$ cat src/rtl/multicycle_controller.sv
`timescale 1ns/1ps
// multicycle_controller
//   Control FSM for a multi-cycle RV32I core with one shared ALU and one
//   unified instruction/data memory. Each instruction walks through
//   FETCH / DECODE / EXECUTE / MEM / WB states; this block drives the
//   datapath selects, write enables and ALUControl.
//
// Optional build macro: MCC_INSTRET_EN adds a 32-bit retired-instruction
//   counter output (instret) that counts instr_done pulses and wraps.
//
// Parameters:
//   FETCH_WAIT_MAX  FETCH cycles without mem_ready before err_timeout
//                   pulses; 0 disables the watchdog.
//
// Ports:
//   clk, rst_n            clock, asynchronous active-low reset
//   op, funct3, funct7b5  instruction fields from IR
//   Zero, SltOut          ALU flags used for branch resolution
//   mem_ready             memory finished the current access this cycle
//   PCWrite, IRWrite, RegWrite, MemWrite   write enables
//   AdrSrc, ResultSrc, ALUSrcA, ALUSrcB, ImmSrc, ALUControl  datapath selects
//   instr_done            pulse in the last state of each instruction
//   err_timeout           pulse when the fetch watchdog expires
//   instret               (MCC_INSTRET_EN only) retired-instruction count
module multicycle_controller #(
    parameter int FETCH_WAIT_MAX = 0
) (
    input  logic        clk,
    input  logic        rst_n,
    input  logic [6:0]  op,
    input  logic [2:0]  funct3,
    input  logic        funct7b5,
    input  logic        Zero,
    input  logic        SltOut,
    input  logic        mem_ready,
    output logic        PCWrite,
    output logic        AdrSrc,
    output logic        MemWrite,
    output logic        IRWrite,
    output logic [1:0]  ResultSrc,
    output logic [1:0]  ALUSrcA,
    output logic [1:0]  ALUSrcB,
    output logic [2:0]  ImmSrc,
    output logic [2:0]  ALUControl,
    output logic        RegWrite,
    output logic        instr_done,
    output logic        err_timeout
`ifdef MCC_INSTRET_EN
    ,
    output logic [31:0] instret
`endif
);

    typedef enum logic [3:0] {
        S_FETCH, S_DECODE, S_MEMADR, S_MEMREAD, S_MEMWB, S_MEMWRITE,
        S_EXECR, S_EXECI, S_ALUWB, S_BRANCH, S_JAL, S_JALR, S_JALRWB, S_LUI
    } state_t;

    localparam logic [6:0] OP_LOAD  = 7'b0000011;
    localparam logic [6:0] OP_STORE = 7'b0100011;
    localparam logic [6:0] OP_R     = 7'b0110011;
    localparam logic [6:0] OP_I     = 7'b0010011;
    localparam logic [6:0] OP_BR    = 7'b1100011;
    localparam logic [6:0] OP_JAL   = 7'b1101111;
    localparam logic [6:0] OP_JALR  = 7'b1100111;
    localparam logic [6:0] OP_LUI   = 7'b0110111;

    localparam logic [2:0] ALU_ADD = 3'b000;
    localparam logic [2:0] ALU_SUB = 3'b001;
    localparam logic [2:0] ALU_AND = 3'b010;
    localparam logic [2:0] ALU_OR  = 3'b011;
    localparam logic [2:0] ALU_XOR = 3'b100;
    localparam logic [2:0] ALU_SLT = 3'b101;

    localparam logic [2:0] IMM_I = 3'b000;
    localparam logic [2:0] IMM_S = 3'b001;
    localparam logic [2:0] IMM_B = 3'b010;
    localparam logic [2:0] IMM_J = 3'b011;
    localparam logic [2:0] IMM_U = 3'b100;

    state_t     r_state, w_next;
    logic       w_pcwrite, w_memwrite, w_irwrite, w_regwrite, w_done;
    logic       w_adrsrc;
    logic [1:0] w_resultsrc, w_srca, w_srcb;
    logic [2:0] w_immsrc, w_aluctl, w_alu_func;
    logic       w_br_take;
    logic       w_wd_fire;

    // Arithmetic op selection shared by EXECR and EXECI; only the register
    // form may turn add into sub (IR[30] is part of the immediate for addi).
    always_comb begin
        w_alu_func = ALU_ADD;
        case (funct3)
            3'b000:  w_alu_func = (r_state == S_EXECR && funct7b5) ? ALU_SUB : ALU_ADD;
            3'b010:  w_alu_func = ALU_SLT;
            3'b100:  w_alu_func = ALU_XOR;
            3'b110:  w_alu_func = ALU_OR;
            3'b111:  w_alu_func = ALU_AND;
            default: w_alu_func = ALU_ADD;
        endcase
    end

    always_comb begin
        w_br_take = 1'b0;
        case (funct3)
            3'b000:  w_br_take = Zero;
            3'b001:  w_br_take = ~Zero;
            3'b100:  w_br_take = SltOut;
            3'b101:  w_br_take = ~SltOut;
            default: w_br_take = 1'b0;
        endcase
    end

    always_ff @(posedge clk or negedge rst_n) begin
        if (!rst_n) r_state <= S_FETCH;
        else        r_state <= w_next;
    end

    always_comb begin
        w_next      = r_state;
        w_pcwrite   = 1'b0;
        w_adrsrc    = 1'b0;
        w_memwrite  = 1'b0;
        w_irwrite   = 1'b0;
        w_resultsrc = 2'b00;
        w_srca      = 2'b00;
        w_srcb      = 2'b00;
        w_immsrc    = IMM_I;
        w_aluctl    = ALU_ADD;
        w_regwrite  = 1'b0;
        w_done      = 1'b0;
        case (r_state)
            S_FETCH: begin
                w_srcb      = 2'b10;
                w_resultsrc = 2'b10;
                w_irwrite   = mem_ready;
                w_pcwrite   = mem_ready;
                if (mem_ready) w_next = S_DECODE;
            end
            S_DECODE: begin
                // Precompute the branch/jump target OldPC + imm into ALUOut.
                w_srca = 2'b01;
                w_srcb = 2'b01;
                case (op)
                    OP_JAL:   w_immsrc = IMM_J;
                    OP_STORE: w_immsrc = IMM_S;
                    OP_BR:    w_immsrc = IMM_B;
                    default:  w_immsrc = IMM_I;
                endcase
                case (op)
                    OP_LOAD, OP_STORE: w_next = S_MEMADR;
                    OP_R:              w_next = S_EXECR;
                    OP_I:              w_next = S_EXECI;
                    OP_BR:             w_next = S_BRANCH;
                    OP_JAL:            w_next = S_JAL;
                    OP_JALR:           w_next = S_JALR;
                    OP_LUI:            w_next = S_LUI;
                    default: begin
                        // Unsupported opcode retires as a NOP.
                        w_done = 1'b1;
                        w_next = S_FETCH;
                    end
                endcase
            end
            S_MEMADR: begin
                w_srca   = 2'b10;
                w_srcb   = 2'b01;
                w_immsrc = op[5] ? IMM_S : IMM_I;
                w_next   = op[5] ? S_MEMWRITE : S_MEMREAD;
            end
            S_MEMREAD: begin
                w_adrsrc = 1'b1;
                if (mem_ready) w_next = S_MEMWB;
            end
            S_MEMWB: begin
                w_resultsrc = 2'b01;
                w_regwrite  = 1'b1;
                w_done      = 1'b1;
                w_next      = S_FETCH;
            end
            S_MEMWRITE: begin
                w_adrsrc   = 1'b1;
                w_memwrite = 1'b1;
                w_done     = mem_ready;
                if (mem_ready) w_next = S_FETCH;
            end
            S_EXECR, S_EXECI: begin
                w_srca   = 2'b10;
                w_srcb   = (r_state == S_EXECI) ? 2'b01 : 2'b00;
                w_aluctl = w_alu_func;
                w_next   = S_ALUWB;
            end
            S_ALUWB: begin
                w_regwrite = 1'b1;
                w_done     = 1'b1;
                w_next     = S_FETCH;
            end
            S_BRANCH: begin
                // ALUOut still holds the target from DECODE; the ALU compares rs1/rs2.
                w_srca    = 2'b10;
                w_aluctl  = (funct3 == 3'b100 || funct3 == 3'b101) ? ALU_SLT : ALU_SUB;
                w_pcwrite = w_br_take;
                w_done    = 1'b1;
                w_next    = S_FETCH;
            end
            S_JAL: begin
                // PC <= target (ALUOut); ALU makes OldPC+4 for the link write.
                w_srca    = 2'b01;
                w_srcb    = 2'b10;
                w_pcwrite = 1'b1;
                w_next    = S_ALUWB;
            end
            S_JALR: begin
                w_srca      = 2'b10;
                w_srcb      = 2'b01;
                w_resultsrc = 2'b10;
                w_pcwrite   = 1'b1;
                w_next      = S_JALRWB;
            end
            S_JALRWB: begin
                w_srca      = 2'b01;
                w_srcb      = 2'b10;
                w_resultsrc = 2'b10;
                w_regwrite  = 1'b1;
                w_done      = 1'b1;
                w_next      = S_FETCH;
            end
            S_LUI: begin
                w_immsrc    = IMM_U;
                w_resultsrc = 2'b11;
                w_regwrite  = 1'b1;
                w_done      = 1'b1;
                w_next      = S_FETCH;
            end
            default: w_next = S_FETCH;
        endcase
    end

    // Fetch watchdog: fires on the FETCH_WAIT_MAX-th consecutive stalled
    // FETCH cycle, then restarts counting while remaining in FETCH.
    generate
        if (FETCH_WAIT_MAX > 0) begin : g_wd
            localparam int CW = (FETCH_WAIT_MAX > 1) ? $clog2(FETCH_WAIT_MAX) : 1;
            logic [CW-1:0] r_wd_cnt;
            assign w_wd_fire = (r_state == S_FETCH) && !mem_ready &&
                               (r_wd_cnt == CW'(FETCH_WAIT_MAX - 1));
            always_ff @(posedge clk or negedge rst_n) begin
                if (!rst_n)
                    r_wd_cnt <= '0;
                else if (r_state == S_FETCH && !mem_ready && !w_wd_fire)
                    r_wd_cnt <= r_wd_cnt + 1'b1;
                else
                    r_wd_cnt <= '0;
            end
        end else begin : g_no_wd
            assign w_wd_fire = 1'b0;
        end
    endgenerate

    // Enables are gated by rst_n so nothing writes once reset falls, even
    // though FETCH itself would pass mem_ready through.
    assign PCWrite     = w_pcwrite  & rst_n;
    assign IRWrite     = w_irwrite  & rst_n;
    assign RegWrite    = w_regwrite & rst_n;
    assign MemWrite    = w_memwrite & rst_n;
    assign instr_done  = w_done     & rst_n;
    assign err_timeout = w_wd_fire  & rst_n;
    assign AdrSrc      = w_adrsrc;
    assign ResultSrc   = w_resultsrc;
    assign ALUSrcA     = w_srca;
    assign ALUSrcB     = w_srcb;
    assign ImmSrc      = w_immsrc;
    assign ALUControl  = w_aluctl;

`ifdef MCC_INSTRET_EN
    logic [31:0] r_instret;
    always_ff @(posedge clk or negedge rst_n) begin
        if (!rst_n)          r_instret <= '0;
        else if (instr_done) r_instret <= r_instret + 32'd1;
    end
    assign instret = r_instret;
`endif

endmodule

$ cat config.mk
export PLATFORM = sky130hd
export DESIGN_NAME = multicycle_controller
export DESIGN_NICKNAME = d
export VERILOG_FILES = /design/src/rtl/multicycle_controller.sv
export SDC_FILE = /design/constraint.sdc
export NUM_CORES = 1
export LEC_CHECK = 0
export CAP_MARGIN = 15
export CELL_PAD_IN_SITES_DETAIL_PLACEMENT = 2
export CELL_PAD_IN_SITES_GLOBAL_PLACEMENT = 2
export CORE_MARGIN = 3
export CORE_UTILIZATION = 21
export CTS_BUF_LIST = sky130_fd_sc_hd__clkbuf_4 sky130_fd_sc_hd__clkbuf_8 sky130_fd_sc_hd__clkbuf_16
export DETAILED_ROUTE_END_ITERATION = 16
export PLACE_DENSITY_LB_ADDON = 0.1
export SYNTH_ARGS = -nofsm -noshare
export SYNTH_HDL_FRONTEND = slang
export SYNTH_SLANG_ARGS = --single-unit
$ cat constraint.sdc
create_clock -name clk -period 1.82 [get_ports clk]
set_clock_uncertainty 0.2 [all_clocks]
set_input_delay 0.182 -clock clk [delete_from_list [all_inputs] [get_ports clk]]
set_output_delay 0.182 -clock clk [all_outputs]
set_load 0.05 [all_outputs]
==> flow_metrics.py, run 1 <==
metrics = {
    "yosys": {
        "synthArstFlopShare": 1.00,
        "synth.yosys.warnings": 0,
        "ys_ff_latch": 4,
        "synth_xor_area_frac": 0.0694,
        "synth_compound_area_frac": 0.296,
        "netlist.area_leader.share": 0.132,
        "synth_cell_types": 44,
        "synthMuxAreaShare": 0.0281,
        "syn-cell-area_sq_um": 757,
        "syn_inst": 106,
        "ys_seq_area_frac": 0.132,
        "synth_adder_area_share": 0,
        "synth.most_common_cell": "nand2_1",
        "synth_top_family_by_area": "simple AND/OR/NAND/NOR gates",
        "synth_top_flop_cell": "dfrtp_1",
        "synth_top_area_cell": "dfrtp_1",
        "synth_area_per_cell_sq_um": 7.14,
        "netlist_top_cells_count": "nand2_1 (13), buf_2 (7), a21oi_1 (6), inv_1 (6), nor2_1 (6)",
        "synth_edf_count": 0,
        "yosys.area_share.simple": 0.359,
        "synthesis.nets": 122,
        "yosys-top-cells-area": "dfrtp_1 (13%), nand2_1 (6.4%), buf_2 (4.6%), a21oi_1 (4.0%), xnor2_1 (3.5%)",
    },
    "outcome": {
        "outcome": "aborted with a tool error",
        "first-error": "[ERROR DPL-0033] detailed placement checks failed during check placement.",
        "stop_stage": "global routing",
    },
    "global_route": {
        "antenna_found_initial": 0,
        "grt_max_degree": 8,
    },
    "sta": {
        "postGrtWorstEndpoint": "ALUSrcB[0]",
        "worst-ep-kind": "output port",
    },
    "place": {
        "portBuffers": 33,
        "hpwl_mm": 2.89,
        "gp_congestion": 0.807,
    },
    "clock_network": {
        "cts_buffer_depth": 2,
        "cts_buffers": 3,
        "cts_max_level": 1,
        "ctsHoldBuffers": 0,
        "cts_sinks": 4,
        "root_buffer": "clkbuf_4",
    },
    "floorplan": {
        "ios": 35,
        "die_x_um": 66.0,
        "die_y_um": 66.0,
        "start_util": 0.222,
        "fp-row-count": 21,
    },
}
==> cells by family after synthesis <==
group           Yosys count
mux                       2
other cells               1
flops                     4
simple gates             46
xor+xnor                  6
compound gates           31
buf+inv                  16
==> through the flow <==
stage	area, sq um	hold WS (ns)	utilization	std cells	setup WS (ns)
3_5_place_dp	1600	0.432	0.468	209	-0.309
4_1_cts	1920	0.207	0.563	226	-0.143
3_3_place_gp	1600	0.433	0.468	209	-0.268
2_1_floorplan	837	-0.314	-	106	-0.245
==> what timing repair did <==
| item | CTS |
|---|---|
| setup buffers | 14 |
| resized for setup | 51 |
| pin swaps | 25 |
| endpoints found under the hold margin | 0 |
| endpoints found under the setup margin | 20 |
==> run 2, diff against run 1 <==
- CELL_PAD_IN_SITES_DETAIL_PLACEMENT: 2 -> not set
- CELL_PAD_IN_SITES_GLOBAL_PLACEMENT: 2 -> not set
- CORE_AREA: not set -> 3 3 64 66
- CORE_MARGIN: 3 -> not set
- CORE_UTILIZATION: 21 -> not set
- CTS_BUF_LIST: sky130_fd_sc_hd__clkbuf_4 sky130_fd_sc_hd__clkbuf_8 sky130_fd_sc_hd__clkbuf_16 -> not set
- DIE_AREA: not set -> 0 0 67 69
- PLACE_DENSITY_LB_ADDON: 0.1 -> 0.15
==> flow_metrics.py, run 2 <==
metrics = {
    "critical_path": {
        "cp-start-kind": "primary input",
        "cp.required_ns": 1.44,
        "end_kind": "primary output",
        "crit_arrival_ns": 1.58,
        "cp_max_fo": 2,
        "crit_type": "in2out",
    },
    "route": {
        "drc": 0,
        "dr.pass1.iters": 4,
        "first_iter_violations": 13,
        "vias": 1026,
        "vias_per_cell": 4.68,
        "drt-total-wl_mm": 2.90,
        "avgRoutedWirePerCell_um": 13.3,
        "antenna_left": 0,
    },
    "finish": {
        "reg_top3": "r_state x4",
        "regMostFlops": "r_state",
        "diodes": 0,
        "final_common_cell": "buf_4",
        "multiInputGateArea_sq_um": 792,
        "fillers": 361,
        "synthToLayoutAreaGrowth_pct": 141,
        "layout_common_cells": "buf_4 (34), buf_12 (17), nand2_1 (10), clkdlybuf4s50_1 (10), buf_6 (6)",
        "largest_register_ffs": 4,
        "regArea_sq_um": 105,
        "drive_gt1_frac": 0.602,
        "num-nets-final": 189,
    },
    "global_route": {
        "grt-ovfl-total": 0,
        "grt_max_degree": 11,
        "grt_pass1_vias": 1038,
        "grt_usage": 0.126,
        "grt_pass1_wl_mm": 4.66,
        "antenna_found_initial": 0,
    },
    "sta": {
        "rsz0062_at_grt": "yes",
        "report.final.slew_viol_count": 0,
        "fmax_mhz": 510,
        "layout_setup_ws_ns": -0.140,
        "period_minus_slack_ns": 1.96,
        "setup_viol": 10,
        "final-hold-violation-count": 0,
        "fin_setup_tns_ns": -0.763,
        "fin_crit_sh": 1.08,
    },
    "yosys": {
        "synthesis.nets": 122,
        "yosys-top-cells-area": "dfrtp_1 (13%), nand2_1 (6.4%), buf_2 (4.6%), a21oi_1 (4.0%), xnor2_1 (3.5%)",
        "synth_top_flop_cell": "dfrtp_1",
        "synth.most_common_cell": "nand2_1",
        "syn-cell-area_sq_um": 757,
        "ys_seq_area_frac": 0.132,
        "syn_inst": 106,
        "netlist.area_leader.share": 0.132,
        "synth_area_per_cell_sq_um": 7.14,
        "synth_top_area_cell": "dfrtp_1",
        "synth_cell_types": 44,
        "netlist_top_cells_count": "nand2_1 (13), buf_2 (7), a21oi_1 (6), inv_1 (6), nor2_1 (6)",
        "synthArstFlopShare": 1.00,
        "synth.yosys.warnings": 0,
        "synth_edf_count": 0,
        "ys_ff_latch": 4,
    },
    "floorplan": {
        "coreArea_sq_um": 3630,
        "ios": 35,
        "die_y_um": 69,
        "start_util": 0.208,
        "fp-row-count": 22,
        "die_x_um": 67,
        "dieArea_sq_um": 4620,
    },
    "clock_network": {
        "cts_max_level": 1,
        "clk_pin_slew_ns": 0.03,
        "cts_buffer_depth": 2,
        "cts_sinks": 4,
        "cts_buffers": 3,
        "root_buffer": "clkbuf_8",
        "ctsHoldBuffers": 0,
        "cts_tree": "yes",
        "clk_latency_ns": 0.21,
    },
    "power_and_ir_drop": {
        "p_leak_nw": 0.759,
        "swShare": 0.389,
        "internal-power_w": 0.000477,
        "peakVddDrop_uv": 263,
        "p_switching_w": 0.000305,
        "p_comb_frac": 0.631,
        "power.density_nw_per_um2": 428,
        "clkPwrFrac": 0.235,
        "seqPwrFrac": 0.134,
    },
    "place": {
        "place_ws_ns": -0.259,
        "hpwl_mm": 2.30,
        "gp_congestion": 0.818,
        "portBuffers": 33,
    },
    "outcome": {
        "outcome": "complete, but fails checks",
        "violations": "negative setup slack",
    },
    "min_path": {
        "hold_class": "in2async",
    },
    "flow_run": {
        "cap_viol_max_count": 0,
    },
}
run 2: cell counts after synthesis:
Identical to the previous run, type by type.
run 2: power groups by stage:
stage | sequential [W] | clock (W) | combinational (W)
floorplan | 0.0000975 | 0 | 0.000241
global placement | 0.000104 | 0 | 0.000445
detailed placement | 0.000104 | 0 | 0.000449
CTS | 0.000105 | 0.000187 | 0.000482
global route | 0.000106 | 0.000199 | 0.000521
finish | 0.000105 | 0.000184 | 0.000493
run 2: layer usage:
metal,part of all wire,global-route usage,vias to the layer above
li1,-,-,513
met1,0.38,0.137,477
met2,0.56,0.246,34
met3,0.053,0.0114,2
met4,0.0062,0.0338,0
met5,0,0,-
run 2: layout make-up:
class                   instances  area share
repair buffers                 72       0.441
multi-input cells              86       0.433
flip-flops and latches          4      0.0575
well taps                      48      0.0329
clock buffers                   3      0.0226
inverters                       6      0.0123
run 2: per-stage QoR:
step	std cells	power, W	utilization	hold WS (ns)	area (sq um)
floorplan	106	0.000338	-	-0.314	837
global placement	209	0.000549	0.433	0.377	1570
detailed placement	209	0.000553	0.433	0.379	1570
CTS	217	0.000774	0.484	0.169	1760
global route	219	0.000826	0.503	0.183	1830
finish	219	0.000782	0.503	0.162	1830
run 2: worst max-delay path: stages:
cell             delay [ns]
clkdlybuf4s50_1        0.53
mux2i_2                0.27
xnor2_1                0.16
a31oi_2                0.13
o21bai_4               0.15
buf_12                 0.15
run 2: final timing paths:
kind | startpoint | end | slack [ns] | depth (start not counted)
max | funct3[2] | PCWrite | -0.14 | 6
min | rst_n | r_state[1] | 0.16 | 2
max reg2reg | r_state[3] | r_state[0] | 0.06 | 5
min reg2reg | r_state[3] | r_state[1] | 0.60 | 4
max in group asynchronous | rst_n | r_state[0] | 1.13 | 2
min in group clk | op[3] | r_state[2] | 0.38 | 3
run 2: repair_timing:
| item | 4_1_cts | 5_1_grt |
|---|---|---|
| pin swaps | 11 | 5 |
| setup buffers | 5 | 2 |
| resized for setup | 33 | 13 |
| cloned | 0 | 0 |
| endpoints found under the setup margin | 17 | 18 |
run 2: cells by family after synthesis:
kind of cell | share of synthesized area
other | 0.00495
multiplexers | 0.0281
AO/OA/AOI/OAI | 0.296
XOR/XNOR | 0.0694
flip-flops | 0.132
AND/OR/NAND/NOR | 0.359
buffers and inverters | 0.111
No activity file was read; power rests on OpenSTA's default activity.
==> patch (config.mk and constraints of run 2) <==
Register the output `err_timeout`, with the module's reset; this adds one clock of latency there. The other outputs are not delayed to match. Comments in the files are not updated.
--- a/src/rtl/multicycle_controller.sv
+++ b/src/rtl/multicycle_controller.sv
@@ -265,5 +265,11 @@
     assign MemWrite    = w_memwrite & rst_n;
     assign instr_done  = w_done     & rst_n;
-    assign err_timeout = w_wd_fire  & rst_n;
+    always_ff @(posedge clk or negedge rst_n) begin
+        if (!rst_n) begin
+            err_timeout <= '0;
+        end else begin
+            err_timeout <= w_wd_fire  & rst_n;
+        end
+    end
     assign AdrSrc      = w_adrsrc;
     assign ResultSrc   = w_resultsrc;
Function: kept (equiv_simple and equiv_induct, registers matched by name and starting in step).
==> patch against run 2 <==
- synthesized area increased by 1.5%
- utilization increased by 7.2 points
- cell area increased by 14%
- sequential cell count unchanged
- power increased by 16%
- worst setup slack got worse by 53 ps
- critical endpoint is now ImmSrc[0]
- highest routed layer unchanged
- largest power group unchanged
- via count increased by 12%
- the flow still finishes with violations (negative setup slack)
- routed wire length increased by 19%
==> patch: results (changes against run 2) <==
outcome:
  run_status: "finished, violations left"
  violations_in_the_final_reports: "negative setup slack"
synth:
  most_instantiated_library_cell_after_synthesis: "sky130_fd_sc_hd__a21oi_1"
  synth.net_count: 128  # +4.9%
  synth_compound_area_share_pct: 28.01  # -1.6 points
  top_post_synthesis_cells_by_count: "sky130_fd_sc_hd__a21oi_1 (12), sky130_fd_sc_hd__nand2_1 (9), sky130_fd_sc_hd__nand2b_1 (8), sky130_fd_sc_hd__nor2_1 (7), sky130_fd_sc_hd__nor3_1 (7)"
  synth.area.mux_share_pct: 4.072  # +1.3 points
  synth_area_leaders: "sky130_fd_sc_hd__dfrtp_1 (13%), sky130_fd_sc_hd__a21oi_1 (7.8%), sky130_fd_sc_hd__nand2b_1 (6.5%), sky130_fd_sc_hd__nor3_1 (4.6%), sky130_fd_sc_hd__nand2_1 (4.4%)"
  synth_xor_area_share_pct: 4.560  # -2.4 points
  synth_cell_types: 40  # -9.1%
  netlist_instances: 112  # +5.7%
  synth_seq_area_share_pct: 13.03  # -0.19 points
global_route:
  grt_start_max_net_pins: 22  # +11
  gr-usage-met2_pct: 23.58  # -0.98 points
  use_met1_pct: 15.71  # +2.0 points
  grt_pass1_wl_um: 4857  # +4.3%
  grt_pass1_vias: 1072  # +3.3%
  gr-usage-all-layers_pct: 13.11  # +0.53 points
drt:
  met3_length_um: 179  # +16%
  via_per_inst: 4.957  # +5.8%
  wl_um: 3441  # +19%
  wl_per_cell_um: 14.90  # +12%
  met1Wirelength_um: 1329  # +21%
  route.met2.wl_um: 1905  # +17%
  drt_iter0_markers: 43  # +30
placed_design:
  pre_cts_slack_ps: -271.9  # -12.83 ps
  place.gp.congestion: 0.8207  # +0.28%
  post-place-cells: 207  # -0.96%
  dpl.hpwl_um: 2255  # -2.0%
setup_path:
  critical_path.slowest_cell: "sky130_fd_sc_hd__dfrtp_2"
  worst_path_max_fanout: 3  # +1
  arrival_ps: 1630  # +50 ps
  worst_r2r_path_cells: 6  # +1
  critical_path_endpoint: "ImmSrc[0]"
  critical_path.reg2reg.endpoint: "r_state[2]"
  crit_start: "r_state[1]"
  critPathTopFamily: "flip-flops"
clocking:
  clk_root_buffer_cell: "sky130_fd_sc_hd__clkbuf_8"
layout:
  drive_gt1_share_pct: 61.75  # +1.5 points
  finalNetCount: 201  # +6.3%
  footprint_of_the_multi_input_gates_sq_um: 924.6  # +17%
  filler_cell_count: 331  # -8.3%
sta:
  setup-tns-final_ps: -1294  # -531.2 ps
  post-route-worst-setup-slack_ps: -193.4  # -52.93 ps
  setup_violations: 13  # +3
power_and_ir_drop:
  leakage_power_of_the_design_nw: 0.8732  # +15%
  vdd.ir_drop.worst_v: 0.0002403  # -8.7%
  sw_frac_of_total_pct: 38.39  # -0.56 points
  p_comb_mw: 0.620  # +26%
  clock_power_share_pct: 20.3  # -3.2 points
  internal_power_mw: 0.5566  # +17%
-- patch: changes by cell type after synthesis, sizes merged, moves of 3 or more --
cell,change
nor3,+3
nor3b,+3
nand2b,+3
a21oi,+6
nand2,-4
buf,-3
nand3b,+3
and2b,-3
a31oi,-3
nor2b,+3
clkbuf,+4
-- patch: worst min path at each step --
stage	startpoint	to	slack, ps	cells past startpoint
finish	rst_n	r_state[3]	200	2
global placement	rst_n	r_state[3]	390	2
global route	rst_n	r_state[2]	250	2
floorplan	rst_n	r_state[0]	-310	0
CTS	rst_n	r_state[3]	210	2
detailed placement	rst_n	r_state[2]	390	2
-- patch: cell type report --
class,instances,share of cell area (%)
Multi-Input combinational cell,93,44.28
Clock buffer,3,1.977
Inverter,4,0.8987
Timing Repair Buffer,79,45.12
Tap cell,48,2.876
Sequential cell,4,4.853
-- patch: what timing repair did --
action	4_1_cts	5_1_grt
resized for setup	31	38
cloned	0	1
hold endpoints to repair	0	0
buffers inserted	6	14
pin swaps	7	16
endpoints found under the setup margin	16	19
